### config.mk
export PLATFORM = sky130hd
export DESIGN_NAME = alu_mc
export DESIGN_NICKNAME = d
export VERILOG_FILES = /design/src/rtl/alu_mc.sv
export SDC_FILE = /design/constraint.sdc
export NUM_CORES = 1
export LEC_CHECK = 0
export ABC_AREA = 1
export BUFFER_PORTS_ARGS = -buffer_cell sky130_fd_sc_hd__buf_2
export CAP_MARGIN = 20
export CORE_MARGIN = 10
export CORE_UTILIZATION = 35
export CTS_CLUSTER_SIZE = 14
export DETAILED_ROUTE_END_ITERATION = 12
export PLACE_DENSITY = 0.47
export SETUP_SLACK_MARGIN = 0.15
export SYNTH_ARGS = -nofsm -noshare
export SYNTH_HDL_FRONTEND = slang
export SYNTH_SLANG_ARGS = --single-unit
### constraint.sdc
create_clock -name clk -period 5.4 [get_ports clk]
set_input_delay 0.54 -clock clk [delete_from_list [all_inputs] [get_ports clk]]
set_output_delay 0.54 -clock clk [all_outputs]
set_load 0.03 [all_outputs]
### src/rtl/alu_mc.sv
// alu_mc: multi-cycle ALU for the execute stage.
// Single-cycle ops (add/and/or/nor/slt/sll/srl/sub) register their result one
// clock after capture. MUL is an iterative shift-add unit producing a
// double-width product. DIV/REM use an iterative restoring divider that is
// only built when the macro ALU_MC_DIV_EN is defined. Without the macro,
// opcodes 1001/1010 decode as add and dbz is tied low.
//
// Handshake: start is sampled only in IDLE. busy is high while an iterative
// op runs. done pulses for one cycle whenever result/flags update.
// The FSM state is visible on state_dbg (0=IDLE, 1=ITER, 2=FIN).
module alu_mc #(
    parameter int WIDTH = 32,
    parameter int SHW   = $clog2(WIDTH)
) (
    input  logic             clk,
    input  logic             rst_n,
    input  logic             start,
    input  logic [3:0]       select,
    input  logic [WIDTH-1:0] a_in,
    input  logic [WIDTH-1:0] b_in,
    input  logic [SHW-1:0]   shamt,
    output logic             busy,
    output logic             done,
    output logic [WIDTH-1:0] result,
    output logic [WIDTH-1:0] result_hi,
    output logic             z,
    output logic             v,
    output logic             dbz,
    output logic [1:0]       state_dbg
);

    localparam logic [3:0] OP_ADD = 4'b0000;
    localparam logic [3:0] OP_AND = 4'b0001;
    localparam logic [3:0] OP_OR  = 4'b0010;
    localparam logic [3:0] OP_NOR = 4'b0011;
    localparam logic [3:0] OP_SLT = 4'b0100;
    localparam logic [3:0] OP_SLL = 4'b0101;
    localparam logic [3:0] OP_SRL = 4'b0110;
    localparam logic [3:0] OP_SUB = 4'b0111;
    localparam logic [3:0] OP_MUL = 4'b1000;
`ifdef ALU_MC_DIV_EN
    localparam logic [3:0] OP_DIV = 4'b1001;
    localparam logic [3:0] OP_REM = 4'b1010;
`endif

    localparam logic [SHW-1:0] CNT_LOAD = SHW'(WIDTH - 1);
    localparam logic [SHW-1:0] CNT_ONE  = SHW'(1);

    typedef enum logic [1:0] {
        S_IDLE = 2'd0,
        S_ITER = 2'd1,
        S_FIN  = 2'd2
    } state_t;

    state_t           state;
    logic [WIDTH-1:0] a_q;
    logic [WIDTH-1:0] b_q;
    logic [SHW-1:0]   sh_q;
    logic [3:0]       op_q;
    logic             pend;     // a single-cycle op was captured last edge
    logic [SHW-1:0]   cnt;
    logic [WIDTH-1:0] acc_hi;   // mul: product high half / div: partial remainder
    logic [WIDTH-1:0] acc_lo;   // mul: multiplier, shifting out / div: dividend -> quotient

    logic [WIDTH-1:0] sum_ab;
    logic [WIDTH-1:0] dif_ab;
    logic [WIDTH-1:0] sc_res;
    logic             sc_v;
    logic             is_iter_op;
    logic [WIDTH:0]   mul_sum;
    logic [WIDTH-1:0] mul_hi_n;
    logic [WIDTH-1:0] mul_lo_n;
`ifdef ALU_MC_DIV_EN
    logic [WIDTH:0]   div_shift;
    logic [WIDTH:0]   div_diff;
    logic             div_ok;
    logic             dbz_q;
`endif

    assign state_dbg = 2'(state);

`ifdef ALU_MC_DIV_EN
    assign dbz = dbz_q;
`else
    assign dbz = 1'b0;
`endif

    // Decode which opcodes take the iterative path.
    always_comb begin
        is_iter_op = (select == OP_MUL);
`ifdef ALU_MC_DIV_EN
        if ((select == OP_DIV) || (select == OP_REM)) begin
            is_iter_op = 1'b1;
        end
`endif
    end

    // Single-cycle result and overflow, computed from the captured operands.
    always_comb begin
        sum_ab = a_q + b_q;
        dif_ab = a_q - b_q;
        sc_res = sum_ab;
        sc_v   = (a_q[WIDTH-1] == b_q[WIDTH-1]) && (sum_ab[WIDTH-1] != a_q[WIDTH-1]);
        case (op_q)
            OP_ADD: begin end
            OP_AND: begin sc_res = a_q & b_q;    sc_v = 1'b0; end
            OP_OR:  begin sc_res = a_q | b_q;    sc_v = 1'b0; end
            OP_NOR: begin sc_res = ~(a_q | b_q); sc_v = 1'b0; end
            OP_SLT: begin
                sc_res = {{(WIDTH-1){1'b0}}, (a_q < b_q)};
                sc_v   = 1'b0;
            end
            OP_SLL: begin sc_res = a_q << sh_q;  sc_v = 1'b0; end
            OP_SRL: begin sc_res = a_q >> sh_q;  sc_v = 1'b0; end
            OP_SUB: begin
                sc_res = dif_ab;
                // Subtracting B overflows when A and B differ in sign and the
                // result sign departs from A.
                sc_v   = (a_q[WIDTH-1] != b_q[WIDTH-1]) && (dif_ab[WIDTH-1] != a_q[WIDTH-1]);
            end
            default: begin end
        endcase
    end

    // One iteration of shift-add multiply and (optionally) restoring divide.
    always_comb begin
        mul_sum = {1'b0, acc_hi} + (acc_lo[0] ? {1'b0, b_q} : {(WIDTH+1){1'b0}});
        {mul_hi_n, mul_lo_n} = {mul_sum, acc_lo[WIDTH-1:1]};
`ifdef ALU_MC_DIV_EN
        // With b_q == 0 every step succeeds, so the quotient becomes all ones
        // and the remainder ends up equal to the dividend.
        div_shift = {acc_hi, acc_lo[WIDTH-1]};
        div_diff  = div_shift - {1'b0, b_q};
        div_ok    = ~div_diff[WIDTH];
`endif
    end

    // Control FSM plus registered datapath and outputs.
    always_ff @(posedge clk or negedge rst_n) begin
        if (!rst_n) begin
            state     <= S_IDLE;
            busy      <= 1'b0;
            done      <= 1'b0;
            result    <= '0;
            result_hi <= '0;
            z         <= 1'b1;
            v         <= 1'b0;
            pend      <= 1'b0;
            a_q       <= '0;
            b_q       <= '0;
            sh_q      <= '0;
            op_q      <= '0;
            cnt       <= '0;
            acc_hi    <= '0;
            acc_lo    <= '0;
`ifdef ALU_MC_DIV_EN
            dbz_q     <= 1'b0;
`endif
        end else begin
            done <= 1'b0;
            pend <= 1'b0;

            if (pend) begin
                result    <= sc_res;
                result_hi <= '0;
                z         <= (sc_res == '0);
                v         <= sc_v;
                done      <= 1'b1;
`ifdef ALU_MC_DIV_EN
                dbz_q     <= 1'b0;
`endif
            end

            case (state)
                S_IDLE: begin
                    if (start) begin
                        a_q  <= a_in;
                        b_q  <= b_in;
                        sh_q <= shamt;
                        op_q <= select;
                        if (is_iter_op) begin
                            state  <= S_ITER;
                            cnt    <= CNT_LOAD;
                            acc_hi <= '0;
                            acc_lo <= a_in;
                        end else begin
                            pend <= 1'b1;
                        end
                    end
                end
                S_ITER: begin
                    busy <= 1'b1;
`ifdef ALU_MC_DIV_EN
                    if (op_q == OP_MUL) begin
                        acc_hi <= mul_hi_n;
                        acc_lo <= mul_lo_n;
                    end else begin
                        acc_hi <= div_ok ? div_diff[WIDTH-1:0] : div_shift[WIDTH-1:0];
                        acc_lo <= {acc_lo[WIDTH-2:0], div_ok};
                    end
`else
                    acc_hi <= mul_hi_n;
                    acc_lo <= mul_lo_n;
`endif
                    if (cnt == '0) begin
                        state <= S_FIN;
                    end else begin
                        cnt <= cnt - CNT_ONE;
                    end
                end
                S_FIN: begin
                    busy  <= 1'b0;
                    done  <= 1'b1;
                    v     <= 1'b0;
                    state <= S_IDLE;
`ifdef ALU_MC_DIV_EN
                    if (op_q == OP_DIV) begin
                        result    <= acc_lo;
                        result_hi <= '0;
                        z         <= (acc_lo == '0);
                    end else if (op_q == OP_REM) begin
                        result    <= acc_hi;
                        result_hi <= '0;
                        z         <= (acc_hi == '0);
                    end else begin
                        result    <= acc_lo;
                        result_hi <= acc_hi;
                        z         <= (acc_lo == '0);
                    end
                    dbz_q <= (op_q != OP_MUL) && (b_q == '0);
`else
                    result    <= acc_lo;
                    result_hi <= acc_hi;
                    z         <= (acc_lo == '0);
`endif
                end
                default: state <= S_IDLE;
            endcase
        end
    end

endmodule

==> impl_metrics.env <==
export IMPL_yosys_warnings=0
export IMPL_max_freq_ghz=0.260
export IMPL_async_reset_ff_share_pct=100
export IMPL_grt_start_max_net_pins=112
export IMPL_reg2reg_slack_ps=1550
export IMPL_cts_tree="built"
export IMPL_synth_nets=3450
export IMPL_synth_edf_count=0
export IMPL_worstReg2RegStart="a_q[15]"
export IMPL_initial_core_util_pct=35.3
export IMPL_portBuffers=145
export IMPL_yosysSeqAreaShare_pct=26.9
export IMPL_netlist_top_cells_area="dfrtp_1 27%, nand2_1 16%, nand3_1 13%, ha_1 8.4%, inv_1 8.1%"
export IMPL_cp_required_ps=5900
export IMPL_crit_fanout=8
export IMPL_end_kind="flip-flop"
export IMPL_drv_slew=0
export IMPL_slew_headroom_pct=27.1
export IMPL_hold_viol_final=0
export IMPL_coreArea_sq_mm=0.0563
export IMPL_ctsHoldBuffers=0
export IMPL_fin_crit_ps=3850
export IMPL_final_cell_mix="871 x nand2_1, 503 x nand3_1, 424 x inv_1, 341 x nor2_1, 210 x dfrtp_1"
export IMPL_critPathLaunch="a_q[15]"
export IMPL_ys_types=49
export IMPL_rr_worst_depth=19
export IMPL_cts_made_buffers=28
export IMPL_startpoint_type="flip-flop"
export IMPL_wl_mm=100
export IMPL_cts_root_buf="clkbuf_16"
export IMPL_antenna_left=0
export IMPL_cts_sinks=213
export IMPL_syn_instance_count=3237
export IMPL_postCtsSetupBuffers=0
export IMPL_insertion_delay_ps=570
export IMPL_status="finished clean"
export IMPL_dieHeight_um=258
export IMPL_route_detailed_drc=0
export IMPL_ys_dominant_reg_cell="dfrtp_1"
export IMPL_fin_crit_sh_pct=71.2
export IMPL_grt_pass1_vias=21488
export IMPL_die_w_um=258
export IMPL_fin_worst_skew_ps=15.1
export IMPL_grt_pass1_wl_mm=145
export IMPL_max_cap_violations=0
export IMPL_num_rows=87
export IMPL_htree_levels=1
export IMPL_io_pins=147
export IMPL_final_common_cell="nand2_1"
export IMPL_rsz0062_at_grt="no"
export IMPL_arrival_ps=4350
export IMPL_cp_endpoint="z"
export IMPL_vias=22652
export IMPL_cts_buffer_depth=3
export IMPL_area_growth_pct=12.0
export IMPL_synth_area_sq_mm=0.0198
export IMPL_grt_usage_pct=29.0
export IMPL_gp_congestion=1.06
export IMPL_synth_area_leader_cell="dfrtp_1"
export IMPL_synth_area_per_cell_sq_um=6.13
export IMPL_yosys_area_top_type_share_pct=26.7
export IMPL_worstMarginPinSlew_ps=1080
export IMPL_avgRoutedWirePerCell_um=24.5
export IMPL_hp_class="input pin to asynchronous set/reset pin"
export IMPL_nets=3516
export IMPL_fillCellCount=6315
export IMPL_grt_overflow=0
export IMPL_first_pass_iters=6
export IMPL_vias_per_cell=5.55
export IMPL_drive_above_1_share_pct=7.91
export IMPL_drt_iter0_drc=2366
export IMPL_tns_ps=0
export IMPL_cts_resized=0
export IMPL_diodes=0
export IMPL_die_area_sq_mm=0.0666
export IMPL_path_clk_slew_ps=60
export IMPL_ys_ff_latch=213
export IMPL_finalSetupViolations=0
export IMPL_grt_antenna_before_repair=1
export IMPL_reg2reg_to="z"
export IMPL_hpwl_mm=81.3
export IMPL_crit_type="flip-flop to flip-flop"
[cell families (layout without fill, tap and decap cells)]
group / after synthesis / after routing / share of synthesized area [%]
AND/OR/NAND/NOR: 1803 / 1803 / 38.2
buffers and inverters: 576 / 664 / 11.6
AO/OA/AOI/OAI: 499 / 499 / 14.2
flip-flops: 213 / 213 / 26.9
adder cells (fa/ha/maj): 137 / 137 / 8.75
XOR/XNOR: 8 / 8 / 0.353
other: 1 / 1 / 0.0189
[registers in the layout (all words and copies together) (netlist names), 2 cells and up]
signal / flops
acc_hi: 32
state_dbg: 2
cnt: 5
op_q: 4
result: 32
b_q: 32
result_hi: 32
acc_lo: 32
a_q: 32
sh_q: 5
[cell type report]
type,instances,area [sq um],area share [%]
Clock buffer,42,875,3.94
Clock inverter,10,156,0.704
Inverter,437,1640,7.39
Multi-Input combinational cell,2448,12200,55.1
Sequential cell,213,5330,24.0
Tap cell,756,946,4.26
Timing Repair Buffer,175,1030,4.62
[Yosys cell counts (17+ instances only)]
cell	instances
a21oi_1	180
a22oi_1	28
a31oi_1	17
buf_2	50
clkbuf_1	67
dfrtp_1	212
ha_1	134
inv_1	427
nand2_1	872
nand3_1	503
nand4_1	33
nor2_1	343
nor3_1	22
o211ai_1	43
o21ai_0	169
o22ai_1	22
[through the flow]
| step | area, sq um | hold WS, ps | setup slack (ps) | cells | utilization, % |
|---|---|---|---|---|---|
| 2_1_floorplan | 19800 | 244 | 2730 | 3237 | - |
| 3_3_place_gp | 21100 | 457 | 1090 | 4027 | 37.6 |
| 3_5_place_dp | 21200 | 458 | 1180 | 4028 | 37.6 |
| 4_1_cts | 22200 | 93.6 | 1170 | 4080 | 39.4 |
| 5_1_grt | 22200 | 128 | 1350 | 4081 | 39.5 |
| 6_report | 22200 | 68.0 | 1550 | 4081 | 39.5 |
[how the worst min path moves through the flow]
| stage | start | to |
|---|---|---|
| 5_1_grt | rst_n | result_hi[27] |
| 3_3_place_gp | result_hi[11] | result_hi[11] |
| 6_report | rst_n | result_hi[27] |
| 4_1_cts | rst_n | acc_hi[27] |
| 2_1_floorplan | rst_n | a_q[0] |
| 3_5_place_dp | result_hi[12] | result_hi[12] |
[metal layers]
layer  vias to the layer above  track usage, %  wire length [um]
met5                         -               0                 0
met4                         0            9.18              3420
met3                       135            3.86              7370
met2                       946            46.1             44600
met1                     10889            40.0             44700
li1                      10682               -                 -
[critical path, cell delays in order (launching register included)]
cell and delay (ps):
dfrtp_1 630, inv_1 130, ha_1 490, nor2_1 250, inv_1 100, nor2_1 290, nand2_1 170, nor2_1 120
nand2_1 80, nand3_1 140, nand2_1 60, nand2_1 190, nand2_1 180, nor2_1 350, nand3_1 130, nor2_1 100
nand4_1 80, nor2_1 130, nor2_1 50, nor2_1 90
Power is not shown: default switching activity piles up to over one toggle a cycle in this logic, so the estimate is an artifact.
